## src/rtl/mem_op_aligner.sv

```systemverilog
// Memory-operation front end: turns one core request into one or two XLEN-aligned
// cache beats with byte enables, and reassembles and extends load data.
module mem_op_aligner #(
    parameter int         XLEN    = 32,
    parameter int         ADDR_W  = 32,
    parameter logic [1:0] L1_TYPE = 2'd0
) (
    input  logic              clk,
    input  logic              reset_n,
    input  logic              req_valid,
    output logic              req_ready,
    input  logic [1:0]        req_op,
    input  logic [1:0]        req_size,
    input  logic [ADDR_W-1:0] req_addr,
    input  logic [XLEN-1:0]   req_wdata,
    input  logic              req_signed,
    output logic              bus_valid,
    input  logic              bus_ready,
    output logic [1:0]        bus_op,
    output logic [ADDR_W-1:0] bus_addr,
    output logic [XLEN/8-1:0] bus_be,
    output logic [XLEN-1:0]   bus_wdata,
    input  logic              bus_rvalid,
    input  logic [XLEN-1:0]   bus_rdata,
    output logic              rsp_valid,
    output logic [XLEN-1:0]   rsp_rdata,
    output logic              rsp_err,
    output logic              rsp_split
);
    // state    | meaning
    // S_IDLE   | ready for a request
    // S_ISSUE0 | first beat presented on the bus
    // S_WAIT0  | waiting for first beat completion
    // S_ISSUE1 | second beat of a split access presented
    // S_WAIT1  | waiting for second beat completion
    // S_RESP   | one-cycle response with assembled data
    // S_ERR    | one-cycle error response, no bus traffic

    localparam int NB   = XLEN / 8;
    localparam int OFFW = $clog2(NB);
    localparam int SHW  = OFFW + 4;

    localparam logic [1:0] OP_STORE   = 2'b00;
    localparam logic [1:0] OP_LOAD    = 2'b01;
    localparam logic [1:0] OP_CLFLUSH = 2'b11;

    typedef enum logic [2:0] {
        S_IDLE, S_ISSUE0, S_WAIT0, S_ISSUE1, S_WAIT1, S_RESP, S_ERR
    } state_t;

    state_t state_q, state_d;

    logic [1:0]        op_q;
    logic [1:0]        size_q;
    logic [ADDR_W-1:0] addr_q;
    logic [XLEN-1:0]   wdata_q;
    logic              signed_q;
    logic [XLEN-1:0]   asm_q;

    logic              accept;
    logic              illegal;
    logic [OFFW-1:0]   off;
    logic [3:0]        nbytes;
    logic [NB-1:0]     nmask;
    logic              split;
    logic [SHW-1:0]    sh0;
    logic [SHW-1:0]    sh1;
    logic [2*NB-1:0]   be_wide;
    logic [2*XLEN-1:0] wd_wide;
    logic [ADDR_W-1:0] beat0_addr;
    logic [ADDR_W-1:0] beat1_addr;
    logic [XLEN-1:0]   rd_lo;
    logic [XLEN-1:0]   rd_hi;
    logic [XLEN-1:0]   ext_data;
    logic              sbit;
    int                nbits;

    assign accept  = (state_q == S_IDLE) && req_valid;
    assign illegal = (req_op == 2'b10)
                  || ((req_size == 2'b11) && (XLEN != 64))
                  || ((req_op == OP_STORE) && (L1_TYPE == 2'd1));

    assign off    = addr_q[OFFW-1:0];
    assign nbytes = 4'd1 << size_q;
    assign split  = ((5'(off) + 5'(nbytes)) > 5'(NB)) && (op_q != OP_CLFLUSH);
    assign sh0    = SHW'({off, 3'b000});
    assign sh1    = SHW'(XLEN) - sh0;

    always_comb begin
        nmask = '0;
        for (int i = 0; i < NB; i++) begin
            nmask[i] = (i < int'(nbytes));
        end
    end

    // Upper halves of the widened shifts are exactly the second-beat lanes.
    assign be_wide    = {{NB{1'b0}}, nmask} << off;
    assign wd_wide    = {{XLEN{1'b0}}, wdata_q} << sh0;
    assign beat0_addr = {addr_q[ADDR_W-1:OFFW], {OFFW{1'b0}}};
    assign beat1_addr = beat0_addr + ADDR_W'(NB);
    assign rd_lo      = bus_rdata >> sh0;
    assign rd_hi      = bus_rdata << sh1;

    always_comb begin
        nbits    = 8 << size_q;
        sbit     = 1'b0;
        ext_data = '0;
        for (int i = 0; i < XLEN; i++) begin
            if (i == nbits - 1) sbit = asm_q[i];
        end
        for (int i = 0; i < XLEN; i++) begin
            ext_data[i] = (i < nbits) ? asm_q[i] : (signed_q & sbit);
        end
    end

    always_ff @(posedge clk or negedge reset_n) begin
        if (!reset_n) begin
            state_q <= S_IDLE;
        end else begin
            state_q <= state_d;
        end
    end

    always_ff @(posedge clk or negedge reset_n) begin
        if (!reset_n) begin
            op_q     <= '0;
            size_q   <= '0;
            addr_q   <= '0;
            wdata_q  <= '0;
            signed_q <= 1'b0;
            asm_q    <= '0;
        end else begin
            if (accept) begin
                op_q     <= req_op;
                size_q   <= req_size;
                addr_q   <= req_addr;
                wdata_q  <= req_wdata;
                signed_q <= req_signed;
                asm_q    <= '0;
            end
            if ((state_q == S_WAIT0) && bus_rvalid) asm_q <= rd_lo;
            if ((state_q == S_WAIT1) && bus_rvalid) asm_q <= asm_q | rd_hi;
        end
    end

    always_comb begin
        state_d = state_q;
        case (state_q)
            S_IDLE:   if (req_valid) state_d = illegal ? S_ERR : S_ISSUE0;
            S_ISSUE0: if (bus_ready) state_d = S_WAIT0;
            S_WAIT0:  if (bus_rvalid) state_d = split ? S_ISSUE1 : S_RESP;
            S_ISSUE1: if (bus_ready) state_d = S_WAIT1;
            S_WAIT1:  if (bus_rvalid) state_d = S_RESP;
            S_RESP:   state_d = S_IDLE;
            S_ERR:    state_d = S_IDLE;
            default:  state_d = S_IDLE;
        endcase
    end

    always_comb begin
        req_ready = 1'b0;
        bus_valid = 1'b0;
        bus_op    = '0;
        bus_addr  = '0;
        bus_be    = '0;
        bus_wdata = '0;
        rsp_valid = 1'b0;
        rsp_rdata = '0;
        rsp_err   = 1'b0;
        rsp_split = 1'b0;
        case (state_q)
            S_IDLE: req_ready = 1'b1;
            S_ISSUE0: begin
                bus_valid = 1'b1;
                bus_op    = op_q;
                bus_addr  = beat0_addr;
                bus_be    = (op_q == OP_CLFLUSH) ? {NB{1'b1}} : be_wide[NB-1:0];
                bus_wdata = wd_wide[XLEN-1:0];
            end
            S_ISSUE1: begin
                bus_valid = 1'b1;
                bus_op    = op_q;
                bus_addr  = beat1_addr;
                bus_be    = be_wide[2*NB-1:NB];
                bus_wdata = wd_wide[2*XLEN-1:XLEN];
            end
            S_RESP: begin
                rsp_valid = 1'b1;
                rsp_split = split;
                rsp_rdata = (op_q == OP_LOAD) ? ext_data : '0;
            end
            S_ERR: begin
                rsp_valid = 1'b1;
                rsp_err   = 1'b1;
            end
            default: ;
        endcase
    end

endmodule

```

## config.mk

```make
export PLATFORM = sky130hd
export DESIGN_NAME = mem_op_aligner
export DESIGN_NICKNAME = d
export VERILOG_FILES = /design/src/rtl/mem_op_aligner.sv
export SDC_FILE = /design/constraint.sdc
export NUM_CORES = 1
export LEC_CHECK = 0
export CAP_MARGIN = 30
export CORE_UTILIZATION = 50
export DETAILED_ROUTE_END_ITERATION = 8
export PLACE_DENSITY = 0.88
export SYNTH_ARGS = -nofsm -noshare
export SYNTH_HDL_FRONTEND = slang
export SYNTH_SLANG_ARGS = --single-unit
```

## constraint.sdc

```tcl
create_clock -name clk -period 6.5 [get_ports clk]
set_input_delay 0.975 -clock clk [delete_from_list [all_inputs] [get_ports clk]]
set_output_delay 0.975 -clock clk [all_outputs]
set_load 0.02 [all_outputs]
```

==> results of run 1 <==
==> routing by layer <==
layer	wire [microns]	global-route usage	vias to the layer above
li1	-	-	3296
met1	8863	0.3847	3446
met2	10700	0.4898	409
met3	1856	0.04879	64
met4	859	0.1387	0
met5	0	0	-
==> synthesized netlist by cell type (4+ instances only) <==
cell type,number,area share
nor3_1,4,0.0028
nand2_1,92,0.048
nand3_1,9,0.0062
o21ai_0,44,0.030
nor2_1,76,0.039
inv_1,24,0.012
nand2b_1,8,0.0069
mux2_2,65,0.10
nor3b_1,8,0.0083
nor4_1,8,0.0069
buf_2,22,0.015
dfrtp_1,104,0.36
nand4_1,12,0.010
buf_1,5,0.0026
ha_1,5,0.0086
xor2_1,23,0.028
nor2b_1,10,0.0086
xnor2_1,8,0.0097
mux2i_1,51,0.071
and3_1,14,0.012
o22ai_1,33,0.029
o21a_1,9,0.0093
buf_4,8,0.0083
a211o_1,10,0.012
a31oi_1,17,0.015
clkbuf_1,22,0.011
a21oi_1,80,0.055
and2_1,19,0.016
==> layout make-up <==
class | instances | area (sq um) | share of cell area
clock buffers | 9 | 225.2 | 0.02325
multi-input cells | 644 | 4242 | 0.4379
inverters | 26 | 97.59 | 0.01008
repair buffers | 221 | 2202 | 0.2274
well taps | 180 | 225.2 | 0.02325
flip-flops and latches | 104 | 2605 | 0.2690
clock inverters | 7 | 88.84 | 0.009172
==> state kept, by name, indices dropped and copies added (netlist names) <==
signal	count
size_q	2
signed_q	1
asm_q	32
op_q	2
addr_q	32
wdata_q	32
state_q	3
==> cells by family (layout without fill, tap and decap cells) <==
family,after synthesis,in the layout,share of synthesized area
fa+ha+maj,6,6,0.01141
mux,116,116,0.1717
simple gates,279,279,0.1946
xor+xnor,31,31,0.03751
compound gates,208,208,0.1685
buf+inv,86,263,0.05566
other cells,2,4,0.001038
flops,104,104,0.3596
==> worst max-delay path by stage <==
stage	start	to	slack, ns	depth (start not counted)
floorplan	size_q[1]	rsp_split	3.11	8
global placement	size_q[1]	rsp_split	2.31	8
detailed placement	size_q[1]	rsp_split	2.19	8
CTS	size_q[1]	rsp_split	1.81	8
global route	size_q[1]	rsp_split	1.62	8
finish	size_q[1]	rsp_split	1.81	8
==> worst max-delay path, cell delays in order, from the launching register on <==
cell and delay [ns]:
dfrtp_1 0.74, nor2_1 0.73, ha_1 0.31, inv_1 0.07, fa_1 0.38, xnor2_1 0.17
a22oi_1 0.11, nor3_1 0.19, clkdlybuf4s50_1 0.66
==> metrics by stage <==
stage	power, uW	util	worst slack, ns	cell area [sq um]
after global routing	4910	0.6924	1.620	9686
final	4614	0.6924	1.813	9686
after detailed placement	3993	0.6699	2.193	9371
after floorplan	3126	-	3.113	7246
after global placement	3876	0.6680	2.307	9344
after CTS	4590	0.6924	1.807	9686
==> where the power goes <==
group | switching, uW | internal, uW | total [uW]
Sequential | 379 | 964 | 1340
Clock | 272 | 307 | 579
Combinational | 1480 | 1210 | 2690
==> impl_metrics.ini, run 1 <==
[run_status]
status = finished, final reports clean

[sta]
whs_ns = 0.5344
tightest_slew_ns = 0.9602
slew-limit-headroom = 0.3549
max_clock_freq_mhz = 213.3
final_period_minus_worst_setup_slack_ns = 4.687
setup_violations = 0
report.final.hold_viol_count = 0
clock_skew_ns = 0.008786
post-route-period-util = 0.7212
rsz0062_at_grt = false
finalMaxSlewViolations = 0
tns_ns = 0

[route]
detailedRoute.firstIterationViolations = 597
route.vias.total = 7215
detail-route-antenna-nets = 0
routed_via_density = 6.058
route.detailed.drc = 0
drt_first_pass_iters = 5
detail_route.wl_per_cell_microns = 18.71
drt_wl_total_microns = 22280

[layout]
mostFrequentLayoutCells = clkdlybuf4s50_1 (209), dfrtp_1 (102), nand2_1 (92), a21oi_1 (80), nor2_1 (76)
fillCellCount = 1088
final_common_cell = clkdlybuf4s50_1
nNetsFinal = 1118
stdcell_count = 1191
drive_gt1_frac = 0.1118
area_growth_pct = 33.81
antenna_cells = 0

[job]
maxCapViolations = 0

[grt]
globalRouteOverflowTotal = 0
grt_pass1_vias = 6780
grt_start_max_net_pins = 82
grt_antenna_before_repair = 0
grt_pass1_wl_microns = 34620
grt_use_total = 0.2986

[placement]
dp_cells = 1175
finalWeightedCongestion = 0.9842
numPortBuffers = 210
detailed_placement_wirelength_estimate_microns = 15660

[synth]
synthFlopType = dfrtp_1
avgSynthCellArea_sq_um = 8.700
post_synth_instance_area_sq_um = 7238
synth_async_sr_flop_share = 1.000
fraction_of_the_yosys_area_taken_by_sequential_cells = 0.3596
post_synth_inst_count = 832
yosysWarnings = 0
synth_enable_flop_cells = 0
number_of_unique_standard_cell_types_used_by_synthesis = 54
ys_ff_latch = 104

[min_path]
min-delay-path-class = flip-flop to flip-flop
worst_hold_path_cell_count = 2
min_to = asm_q[24]
hold_start = asm_q[24]

[die]
dieArea_sq_um = 14960
core_footprint_sq_um = 13990
dieHeight_microns = 122.3
floorplan.initialDensity = 0.5174
top_level_ports = 213
placementRows = 43
die_x_microns = 122.3

[power_and_ir_drop]
power.ir.vdd_worst_uv = 335.1
power.leakage_uw = 0.003859
powerDensity_nw_per_um2 = 476.4

[worst_setup_path]
end_kind = output port
arrival_ns = 3.71
timing.critical_path.fanout_max = 29
cp-start-kind = flip-flop
reg2reg_from = size_q[1]
setup.worst_path.class = flip-flop to output port
critical_r2r_capture = state_q[2]
reg2reg_slack_ns = 3.29
reg2reg_depth = 8
timing.critical_path.required_ns = 5.52

[clocking]
htree_num_levels = 3
cts_tree = built
clock_root_buffer_master = clkbuf_16
tritoncts_buffer_count = 9
clk_path_buf_depth = 2
cts_sinks = 104
clk_latency_ns = 0.36
cts_hold_repair.buffers = 0
clock_slew_at_the_register_clock_pins_of_the_worst_setup_and_hold_paths_ns = 0.08
postCtsSetupRepairBufs = 0
cts_repair_resized_insts = 0
Note: power is estimated with default switching activity, not from simulation.
==> inputs of run 2 (changes only) <==
--- a/config.mk
+++ b/config.mk
@@ -6,9 +6,9 @@
 export NUM_CORES = 1
 export LEC_CHECK = 0
 export CAP_MARGIN = 30
-export CORE_UTILIZATION = 50
+export CORE_UTILIZATION = 44
 export DETAILED_ROUTE_END_ITERATION = 8
-export PLACE_DENSITY = 0.88
+export PLACE_DENSITY = 0.82
 export SYNTH_ARGS = -nofsm -noshare
 export SYNTH_HDL_FRONTEND = slang
 export SYNTH_SLANG_ARGS = --single-unit
==> constraint.sdc (replaced) <==
create_clock -name clk -period 4.3 [get_ports clk]
set_input_delay 0.645 -clock clk [delete_from_list [all_inputs] [get_ports clk]]
set_output_delay 0.645 -clock clk [all_outputs]
set_load 0.02 [all_outputs]
==> impl_metrics.ini, run 2 (synthesis gave the netlist of run 1 again) <==
[run_status]
status = finished, final reports clean

[clocking]
cts_tree = built
cts_repair_resized_insts = 0
postCtsSetupRepairBufs = 0
tritoncts_buffer_count = 9
clock_slew_at_the_register_clock_pins_of_the_worst_setup_and_hold_paths_ns = 0.07
cts_sinks = 104
cts_hold_repair.buffers = 0
htree_num_levels = 3
clk_latency_ns = 0.36
clk_path_buf_depth = 2
clock_root_buffer_master = clkbuf_16

[sta]
post-route-period-util = 0.8815
clock_skew_ns = 0.007002
report.final.hold_viol_count = 0
final_period_minus_worst_setup_slack_ns = 3.790
tightest_slew_ns = 0.7962
tns_ns = 0
max_clock_freq_mhz = 263.8
rsz0062_at_grt = false
finalMaxSlewViolations = 0
slew-limit-headroom = 0.4672
setup_violations = 0

[die]
floorplan.initialDensity = 0.4524
core_footprint_sq_um = 16000
dieHeight_microns = 130.3
dieArea_sq_um = 16970
die_x_microns = 130.3
top_level_ports = 213
placementRows = 46

[min_path]
min-delay-path-class = input port to async pin

[grt]
grt_pass1_vias = 6852
grt_use_total = 0.2776
groute.layer.met3.usage = 0.06478
grt_util_met1 = 0.3596
grt_start_max_net_pins = 50
global_route_met2_utilization = 0.4474
globalRouteOverflowTotal = 0
grt_busiest_layer = met2
grt_pass1_wl_microns = 36170
grt_antenna_before_repair = 0

[worst_setup_path]
arrival_ns = 3.15
timing.critical_path.fanout_max = 23
setup.worst_path.class = flip-flop to output port
timing.critical_path.required_ns = 3.65
end_kind = output port
cp-start-kind = flip-flop
reg2reg_depth = 9

[route]
detailedRoute.firstIterationViolations = 572
route.vias.total = 7148
routed_via_density = 5.783
drt_wl_total_microns = 23110
route.detailed.drc = 0
drt_first_pass_iters = 5
detail-route-antenna-nets = 0
detail_route.wl_per_cell_microns = 18.69

[power_and_ir_drop]
power.ir.vdd_worst_uv = 396.6
power.leakage_uw = 0.003904
powerDensity_nw_per_um2 = 715.0
report.power.total_uw = 6997

[layout]
nNetsFinal = 1127
area_growth_pct = 35.19
biggestRegsByFlops = addr_q x32, asm_q x32, wdata_q x32
mostFrequentLayoutCells = clkdlybuf4s50_1 (209), dfrtp_1 (102), nand2_1 (92), a21oi_1 (80), nor2_1 (76)
fin_util = 0.6116
drive_gt1_frac = 0.1186
final_common_cell = clkdlybuf4s50_1
antenna_cells = 0

[job]
maxCapViolations = 0

[placement]
numPortBuffers = 210
detailed_placement_wirelength_estimate_microns = 16160
finalWeightedCongestion = 0.9105
-- run 2: cell types whose count changed in the layout (fill, tap and decap cells not counted), sizes merged --
cell      before  now
buf           12   21
inv           28   26
bufinv         1    2
clkbuf         9   10
clkinv         3    4
clkinvlp       1    0
-- run 2: worst paths after layout --
check	startpoint	to	slack, ns
worst max-delay path	addr_q[1]	bus_wdata[0]	0.51
worst min register to register	asm_q[30]	asm_q[30]	0.54
max in group asynchronous	reset_n	addr_q[1]	3.18
worst min-delay path	reset_n	asm_q[8]	0.16
min in group clk	asm_q[30]	asm_q[30]	0.54
worst max register to register	addr_q[1]	asm_q[25]	1.25
-- run 2: power breakdown --
group / switching, uW / internal (uW)
clock network: 390 / 514
logic: 2200 / 1820
registers: 622 / 1460
-- run 2: per-layer routing --
metal / share of wire / vias to the layer above / wire length [microns]
met5: 0 / - / 0
met1: 0.41 / 3387 / 9502
met3: 0.083 / 54 / 1918
met4: 0.028 / 0 / 657
li1: - / 3332 / -
met2: 0.48 / 375 / 11030
-- run 2: critical path: stages (launching register included) --
cell,delay [ns]
dfrtp_2,0.60
buf_4,0.37
inv_1,0.21
nor2_1,0.56
a21oi_1,0.16
o21ai_0,0.23
clkdlybuf4s50_1,0.65
-- run 2: per-stage QoR --
step / worst slack (ns) / instance area (sq um) / cells / hold WS [ns]
final: 0.5095 / 9786 / 1236 / 0.1559
after global routing: 0.3222 / 9786 / 1236 / 0.1631
after CTS: 0.5340 / 9786 / 1236 / 0.1547
after detailed placement: 0.9290 / 9465 / 1220 / 0.5242
after global placement: 0.9822 / 9465 / 1220 / 0.5138
after floorplan: 1.243 / 7246 / 834 / 0.3494
-- run 2: layout make-up --
cell class                      count  area [sq um]
Tap cell                          216         270.3
Sequential cell                   104          2605
Multi-Input combinational cell    644          4243
Clock buffer                       10         229.0
Inverter                           26         97.59
Fill cell                        1390          6215
Timing Repair Buffer              230          2250
Clock inverter                      6         91.34
==> RTL change: new RTL, settings of run 2 <==
Put a register stage on the output `rsp_err`, with the module's reset. The value now appears one clock later. The other outputs are not delayed to match.
--- a/src/rtl/mem_op_aligner.sv
+++ b/src/rtl/mem_op_aligner.sv
@@ -50,2 +50,4 @@
 
+    logic rsp_err_d;
+
     state_t state_q, state_d;
@@ -168,3 +170,3 @@
         rsp_rdata = '0;
-        rsp_err   = 1'b0;
+        rsp_err_d = 1'b0;
         rsp_split = 1'b0;
@@ -193,3 +195,3 @@
                 rsp_valid = 1'b1;
-                rsp_err   = 1'b1;
+                rsp_err_d = 1'b1;
             end
@@ -199,2 +201,10 @@
 
+    always_ff @(posedge clk or negedge reset_n) begin
+        if (!reset_n) begin
+            rsp_err <= '0;
+        end else begin
+            rsp_err <= rsp_err_d;
+        end
+    end
+
 endmodule
Formal check against the unedited RTL: not equivalent (Yosys sat finds a counterexample within 4 cycles, from zero or initial values and one cycle with reset_n low).
==> RTL change against run 2 <==
Combinational power is 4% lower; routed wire length up 1.2%; clock power shrank 10%; synthesized cell count down 0.36%; design area increased by 1.9%; sequential cell count increased by 1; die area rose by 2.0%; total power is 3.9% lower; setup slack worse by 220 ps; synthesized area up 2.1%; maximum frequency is 5.5% lower; critical path type unchanged; largest power group unchanged.
==> RTL change: results (changes against run 2) <==
yosys:
  synth_cell_types: 62  # +15%
  async_flop_share: 1.00  # unchanged
  ys_seq_area_frac: 0.356  # -0.00392
  synth_commonest_cells: "dfrtp_1, a21oi_1, mux2_2"
  avgSynthCellArea_um2: 8.91  # +2.4%
  synthTopCellsByArea: "dfrtp_1, mux2_2, mux2i_1, a21oi_1, nand2_1"
grt:
  gr-usage-met2: 0.442  # -0.00505
  antenna_found_initial: 0  # unchanged
  grt_pass1_vias: 7021  # +2.5%
  grt_pass1_wl_mm: 37.5  # +3.8%
  use_met3: 0.0432  # -0.0216
  grt_overflow: 0  # unchanged
  met1_usage: 0.360  # about the same
  grt_usage: 0.273  # -0.00451
  grt_max_degree: 55  # +10%
placement:
  place_congestion: 0.881  # -3.2%
  dp_hpwl_mm: 16.6  # +2.9%
  post-place-cells: 1225  # +0.41%
timing:
  clock_skew_ps: 8.06  # +1.06 ps
  max_slew_margin: 0.492  # +0.0250
pwr:
  sw_frac_of_total: 0.458  # about the same
  cellLeakagePower_nw: 4.01  # +2.8%
  ir_drop_mv: 0.338  # -15%
route:
  via_per_inst: 5.90  # +2.1%
  routedWlPerCell_um: 18.9  # +0.90%
  vias: 7319  # +2.4%
  drtPass1Iterations: 5  # unchanged
  drtIter0Drc: 690  # +21%
clock_tree:
  post-cts-setup-buffers: 0  # unchanged
  cts_max_level: 3  # unchanged
  cts_resized: 0  # unchanged
  cts_root_buf: "clkbuf_16"
  numCtsBuffers: 9  # unchanged
  max-clock-path-buffers: 2  # unchanged
  path_clk_slew_ps: 70  # about the same
finish:
  nets: 1128  # +0.089%
  reg.largest.list: "addr_q (32), asm_q (32), wdata_q (32)"
  antenna_cells: 0  # unchanged
  drive_gt1_frac: 0.123  # +0.00392
worst_setup_path:
  crit_arrival_ps: 3370  # +220 ps
  cpMaxStageDelayCell: "dfrtp_1"
  crit_fanout: 18  # -22%
  slowest_delay_ps: 630  # -20 ps
status:
  status: "finished clean"
## RTL change: cell type report
| cell class | count | area, um^2 |
|---|---|---|
| fillers | 1399 | 6500 |
| flip-flops and latches | 105 | 2630 |
| clock inverters | 4 | 27.5 |
| well taps | 220 | 275 |
| repair buffers | 233 | 2280 |
| inverters | 28 | 105 |
| clock buffers | 11 | 253 |
| multi-input cells | 639 | 4390 |
## RTL change: final timing paths
kind                       cells after the start  slack (ps)  startpoint       endpoint
max                                            5         290  state_q[2]  bus_wdata[18]
min reg2reg                                    2         510   asm_q[25]      asm_q[25]
max reg2reg                                    6        1100   addr_q[0]       asm_q[1]
max in group asynchronous                      2        3230     reset_n      asm_q[14]
min in group clk                               2         510   asm_q[25]      asm_q[25]
min                                            1         310     reset_n     addr_q[16]
## RTL change: metal layers
layer  wire (um)  vias up
met2       11100      303
met1        9990     3567
met3        1530       52
met5           0        -
met4         745        0
li1            -     3397
## RTL change: kinds of logic (layout without fill, tap and decap cells)
group                      after synthesis  in the layout  share of synthesized area
AOI/OAI and AO/OA                      229            229                      0.190
xor gates and xnor gates                14             14                     0.0166
adders and majority gates                6              6                     0.0112
buffers and inverters                   87            276                     0.0522
DFF                                    105            105                      0.356
muxes                                  144            144                      0.208
other                                    2              4                    0.00102
and+or+nand+nor                        242            242                      0.166
## RTL change: through the flow
stage                     area (um^2)   util  hold WS [ps]  setup WS, ps
after CTS                        9970  0.605           350           306
after global routing             9970  0.605           373          60.4
final                            9970  0.605           314           287
after detailed placement         9690  0.588           493           733
after global placement           9680  0.588           480           861
after floorplan                  7400      -           349          1420
## RTL change: power groups by stage
| stage | combinational (W) | sequential, W | clock (W) |
|---|---|---|---|
| after CTS | 0.00383 | 0.00205 | 0.000814 |
| after global routing | 0.00416 | 0.00215 | 0.000861 |
| after floorplan | 0.00280 | 0.00178 | 0 |
| after detailed placement | 0.00380 | 0.00207 | 0 |
| final | 0.00384 | 0.00207 | 0.000810 |
| after global placement | 0.00374 | 0.00205 | 0 |
## RTL change: worst max-delay path: cells and delay by family (launching register included)
| family | cells | cell delay [ps] |
|---|---|---|
| compound gates | 1 | 180 |
| buf+inv | 2 | 1180 |
| flops | 1 | 630 |
| simple gates | 2 | 1010 |
